**src/rtl/operand2_pipe.sv**
```systemverilog
// operand2_pipe: SPARC second-operand decoder feeding a DEPTH-entry valid/ready FIFO
module operand2_pipe #(
  parameter int DATA_W = 32,
  parameter int DEPTH = 2
) (
  input  logic              clk,
  input  logic              reset,
  input  logic              flush,
  input  logic              in_valid,
  output logic              in_ready,
  input  logic [31:0]       in_instr,
  input  logic [DATA_W-1:0] in_rs2,
  output logic              out_valid,
  input  logic              out_ready,
  output logic [DATA_W-1:0] out_data,
  output logic [2:0]        out_class
);
  localparam int AW = $clog2(DEPTH);
  localparam int CW = $clog2(DEPTH + 1);
  logic [1:0] op;
  logic [2:0] op2;
  logic [5:0] op3;
  logic i, shift, push, pop;
  logic [2:0] cls;
  logic [DATA_W-1:0] dat;
  logic [DATA_W-1:0] mem_d [DEPTH];
  logic [2:0] mem_c [DEPTH];
  logic [AW-1:0] wptr, rptr;
  logic [CW-1:0] count;
  assign op = in_instr[31:30];
  assign op2 = in_instr[24:22];
  assign op3 = in_instr[24:19];
  assign i = in_instr[13];
  assign shift = op3 == 6'b100101 || op3 == 6'b100110 || op3 == 6'b100111;
  always_comb begin
    cls = op == 2'b01 ? 3'd6 :
          op == 2'b00 ? (op2 == 3'b100 ? 3'd4 : 3'd5) :
          (op == 2'b10 && shift) ? (i ? 3'd3 : 3'd2) :
          (i ? 3'd1 : 3'd0);
    dat = cls == 3'd6 ? (DATA_W'(signed'(in_instr[29:0])) << 2) :
          cls == 3'd4 ? DATA_W'({in_instr[21:0], 10'b0}) :
          cls == 3'd5 ? (DATA_W'(signed'(in_instr[21:0])) << 2) :
          cls == 3'd2 ? DATA_W'(in_rs2[4:0]) :
          cls == 3'd3 ? DATA_W'(in_instr[4:0]) :
          cls == 3'd1 ? DATA_W'(signed'(in_instr[12:0])) :
          in_rs2;
  end
  assign in_ready = count != CW'(DEPTH);
  assign out_valid = count != '0;
  assign push = in_valid & in_ready;
  assign pop = out_valid & out_ready;
  assign out_data = out_valid ? mem_d[rptr] : '0;
  assign out_class = out_valid ? mem_c[rptr] : '0;
  always_ff @(posedge clk) begin
    if (reset) begin
      count <= '0;
      wptr <= '0;
      rptr <= '0;
      for (int k = 0; k < DEPTH; k++) begin
        mem_d[k] <= '0;
        mem_c[k] <= '0;
      end
    end else if (flush) begin
      count <= '0;
      wptr <= '0;
      rptr <= '0;
    end else begin
      if (push) begin
        mem_d[wptr] <= dat;
        mem_c[wptr] <= cls;
        wptr <= wptr + AW'(1);
      end
      if (pop) rptr <= rptr + AW'(1);
      count <= count + CW'(push) - CW'(pop);
    end
  end
endmodule

```
**config.mk**
```make
export PLATFORM = sky130hd
export DESIGN_NAME = operand2_pipe
export DESIGN_NICKNAME = d
export VERILOG_FILES = /design/src/rtl/operand2_pipe.sv
export SDC_FILE = /design/constraint.sdc
export NUM_CORES = 1
export LEC_CHECK = 0
export ABC_AREA = 1
export BUFFER_PORTS_ARGS = -buffer_cell sky130_fd_sc_hd__buf_2
export CAP_MARGIN = 30
export CORE_ASPECT_RATIO = 0.8
export CORE_MARGIN = 4
export CORE_UTILIZATION = 54
export DETAILED_ROUTE_END_ITERATION = 8
export GPL_TIMING_DRIVEN = 1
export PLACE_DENSITY = 0.85
export REMOVE_ABC_BUFFERS = 1
export SLEW_MARGIN = 30
export SYNTH_ARGS = -nofsm -noshare
export SYNTH_HDL_FRONTEND = slang
export SYNTH_SLANG_ARGS = --single-unit
export TNS_END_PERCENT = 30
```
**constraint.sdc**
```tcl
create_clock -name clk -period 3.41 [get_ports clk]
set_clock_uncertainty 0.15 [all_clocks]
set_input_delay 0.341 -clock clk [delete_from_list [all_inputs] [get_ports clk]]
set_output_delay 0.341 -clock clk [all_outputs]
set_load 0.01 [all_outputs]
```
**After elaboration in Yosys (flattened, before gate mapping)**

Memory sizes are Yosys's and may differ from the RTL's. A register that Yosys moved wholly into a read port is not among the register bits.
Cells that the tools add are included.

- Flip-flop bits (word level): 4
- Memories kept: 2
- Input port bits: 69
- Output and inout port bits: 37
- Memory bits (writable): 70

- Reductions and logical operators: 8
- Add/sub/neg operators: 4
- Equality and inequality tests: 13
- Bitwise gates (word level): 2
- Multiplexer cells: 30

Memory list:

| memory | words | width | read ports | clocked after memory_dff | wr ports | line | RTL |
|---|---|---|---|---|---|---|---|
| mem_d | 2 | 32 | 1 | 1 | 2 | 26 | `logic [DATA_W-1:0] mem_d [DEPTH];` |
| mem_c | 2 | 3 | 1 | 1 | 2 | 27 | `logic [2:0] mem_c [DEPTH];` |

Operators with widths:

| kind | number |
|---|---|
| $mux W32 | 8 |
| $reduce_or A32 Y1 | 1 |
| $eq A6 B6 Y1 const B | 3 |
| $mux W1 | 17 |
| $eq A3 B3 Y1 const B | 4 |
| $mux W3 | 4 |
| $eq A3 B2 Y1 const B | 2 |
| $eq A3 B1 Y1 const B | 1 |
| $reduce_or A3 Y1 | 1 |
| $add A1 B1 Y1 const B | 2 |
| $add A2 B1 Y2 | 1 |
| $and A1 B1 Y1 | 2 |
| $eq A2 B1 Y1 const B | 1 |
| $eq A2 B2 Y1 const B | 1 |
| $logic_not A2 Y1 | 1 |
| $logic_or A1 B1 Y1 | 2 |
| $mux W2 | 1 |
| $ne A2 B2 Y1 const B | 1 |
| $reduce_bool A2 Y1 | 1 |
| $reduce_or A2 Y1 | 1 |
| $sub A2 B1 Y2 | 1 |
| $logic_and A1 B1 Y1 | 1 |

**Depth between registers and ports, before layout**

- Word-level depth: 15
- Mapped depth: 13
- Mapped depth without buffers: 11

**Least setup slack after synthesis**

OpenSTA, ideal clock, no wires.

- Path type: input-to-reg
- Start: input port flush
- End: memory mem_c[0][0] (enable)
- Path slack: 0.847 ns
- Required time: 2.867 ns
- Data arrival time: 2.020 ns
- Path buffers: 1
- Cell stages on the path: 6
- Cell sequence: nor2_1 inv_1 nor3_1 clkinv_1 clkbuf_1 nand2_1

RTL lines:

| item | line | RTL |
|---|---|---|
| start, declared | 8 | `input logic flush,` |
| end, declared | 27 |  |

==> run summary <==
- number of optimization iterations in the first detailed-route pass: 4
- count of unresolved DRC violations after routing: 0
- number of global-route vias before repair: 4007
- final WL: 12.6 mm
- pre-CTS setup slack: 0.894 ns
- antenna violations before repair: 0
- Synth Area per Inst: 7.49 um^2
- TritonCTS Buffers: 9
- setup repair after global routing missed its margin: false
- total via count after detailed routing: 4381
- commonest non-fill, non-tap cell in the layout: nand2_1
- net total in the final layout: 753
- actual slew at the worst max-slew pin: 0.790 ns
- HPWL after detailed placement: 8.71 mm
- number of I/O port buffers: 105
- global-route usage over all layers: 0.263
- crit path launch type: flip-flop
- cell with the largest stage delay on the worst path: clkinv_1
- Synth Area in Adders: 0.00572
- Ant. Diodes: 0
- wire length of the first global-routing pass: 19.4 mm
- total global routing overflow: 0
- class of the tightest hold or removal check: in2reg
- FF-to-FF setup slack: 1.19 ns
- via density per instance: 5.51
- TritonCTS clock tree: yes
- distinct cell type count of the synthesized netlist: 25
- number of instances resized during post-cts repair: 0
- cell taking the most area after synthesis: edfxtp_1
- fraction of synthesized cell area taken by the top area cell type: 0.480
- Data required, critical path: 2.92 ns
- Antenna Nets Post-Route: 0
- Wirelength per Cell: 15.9 um
- critical register-to-register path startpoint: count[0]
- max-slew violation count: 0
- power density of the placed cells: 416 nW/um^2
- post-synthesis to final-layout area growth: 19.1%
- DRC violation total after the first TritonRoute iteration: 424
- run status: completed
- effective utilization at floorplan: 0.553
- hold slack final: 0.156 ns
- number of levels in the clock H-tree: 3
- element type at the critical path end: primary output
- Hold Buf Count CTS: 0
- Reg clk slew, reported paths: 0.08 ns
- relative max-transition margin: 0.471
- CTS Root Cell: clkbuf_8
- sum of internal, switching and leakage power: 2.17 mW
- clock latency of the later-clocked register in the worst-skew pair: 0.35 ns
- filler instances: 703
- cell family with most CP delay: buffers and inverters
- FF-to-FF path depth: 11
- share of post-route cells with drive strength above 1: 0.199
- area used by multi-input combinational logic: 1800 um^2
- number of setup violations in the final report: 0
- vertical die dimension: 88.5 um
- largest net degree at the start of global routing: 37
- highest-count cells in the layout ignoring fill and taps: nand2_1 (215), a21oi_1 (108), buf_2 (105)
- count of state elements after synthesis: 75
- GPL Wtd Cong: 0.903
- I/O pins: 106
- area of the die: 9620 um^2
- leakage component of the power: 2.52 nW
- floorplan row count: 29
- crit share post-route: 0.688
- FF+latch area: 2200 um^2
- number of synthesis warnings: 0
- setup total negative slack: 0 ns
- multiplexer area fraction after synthesis: 0
- CP max FO: 20
- Die Width: 109 um
- top cells by area in the synthesized netlist: edfxtp_1 (48%), nand2_1 (18%), a21oi_1 (12%)
- maximum number of buffers from clock root to sink: 2
- Min Clock Period, post-route: 2.34 ns
- Critical Path AT: 1.85 ns
- dominant combinational cell family by area after synthesis: simple AND/OR/NAND/NOR gates
- cell depth of the worst min-delay path: 4
- setup slack of the critical path after layout: 1.07 ns
- Core ar.: 7910 um^2
- Hold Path Origin: flush
- clock sinks: 75
- highest attainable clock frequency: 427 MHz
- longest individual stage delay on the worst path: 0.42 ns
- worst flop-to-flop path endpoint: count[1]
- Synth Area in Compound Gates: 0.166
- Hold Fails Final Rpt: 0
- Hold EP: count[0]
- Mapped Area: 4380 um^2
- xor/xnor share of the synthesized area: 0.00200
- area share of and/or/nand/nor cells after synthesis: 0.237
- list of cells traversed by the critical path: clkinv_1 -> buf_4 -> nand2_1 -> a21oi_1 -> buf_2
- worst setup path category: reg2out
- post-CTS setup buffers: 0
- critical path buffer and inverter count: 3
- max-cap check violation count: 0
- maximum VDD drop: 292 uV
- Gate Count Post-Synth: 584
- sequential share of the synthesized area: 0.503
## power breakdown
part	switching (mW)	total [mW]	internal, mW
clock	0.330	0.705	0.375
sequential	0.0139	1.07	1.06
combinational	0.265	0.396	0.131
total	0.609	2.17	1.56
## routing by layer
layer / routed length (um) / part of all wire / track usage / up-vias
met3: 1220 / 0.096 / 0.0532 / 25
met2: 5940 / 0.47 / 0.446 / 239
met5: 0 / 0 / 0 / -
met4: 218 / 0.017 / 0.0791 / 0
li1: - / - / - / 2102
met1: 5230 / 0.41 / 0.345 / 2015
## worst max path at each step
stage / from / to / slack [ns] / cells past startpoint
2_1_floorplan: count[1] / count[1] / 0.48 / 10
3_3_place_gp: in_instr[31] / mem_d[1][12] / 1.02 / 12
3_5_place_dp: in_instr[31] / mem_d[1][16] / 0.89 / 12
4_1_cts: flip-flop / out_data[23] / 1.07 / 5
5_1_grt: flip-flop / out_data[23] / 0.95 / 5
6_report: flip-flop / out_data[23] / 1.07 / 5
## sequential cells by signal, summed over array words and instances, names as in the netlist, named ones only
signal	count
rptr	1
count	2
mem_d	64
wptr	1
mem_c	6
## cells in the mapped netlist, drive strengths merged
master,number
o22ai,3
nand2,216
inv,58
o21ai,26
a21oi,108
o21a,2
a31oi,1
or2,1
buf,12
clkbuf,21
clkinv,3
a21boi,2
nand4,3
nor2,44
dfxtp,5
nor3,1
nor4,2
nand3,3
edfxtp,70
ha,2
xnor2,1
## area by class of cell
type / count / share of cell area
sequential: 75 / 0.422
clock buffer: 14 / 0.0374
inverter: 61 / 0.0439
tap: 108 / 0.0259
clock inverter: 2 / 0.00264
multi-input combinational: 415 / 0.345
timing repair buffer: 120 / 0.122
## cells by family (layout without fill, tap and decap cells)
| logic type | Yosys count | count (layout) |
|---|---|---|
| buffers and inverters | 94 | 197 |
| AOI/OAI and AO/OA | 142 | 142 |
| and+or+nand+nor | 270 | 270 |
| DFF | 75 | 75 |
| xor gates and xnor gates | 1 | 1 |
| adders and majority gates | 2 | 2 |
## worst register-to-register path, cell delays in order (launching register included)
cell and delay [ns]:
dfxtp_1 0.33, nor2_2 0.10, buf_4 0.39, inv_1 0.10, nand2_1 0.07, inv_1 0.07, ha_1 0.28, inv_1 0.05
ha_1 0.19, xnor2_1 0.19, o21ai_0 0.12, a21oi_1 0.13
## metrics by stage
step	std cells	util	area, um^2
floorplan	551	-	4230
global route	795	0.659	5210
CTS	795	0.659	5210
detailed placement	779	0.633	5000
finish	795	0.659	5210
global placement	779	0.633	5000
No activity file was read; power rests on OpenSTA's default activity.
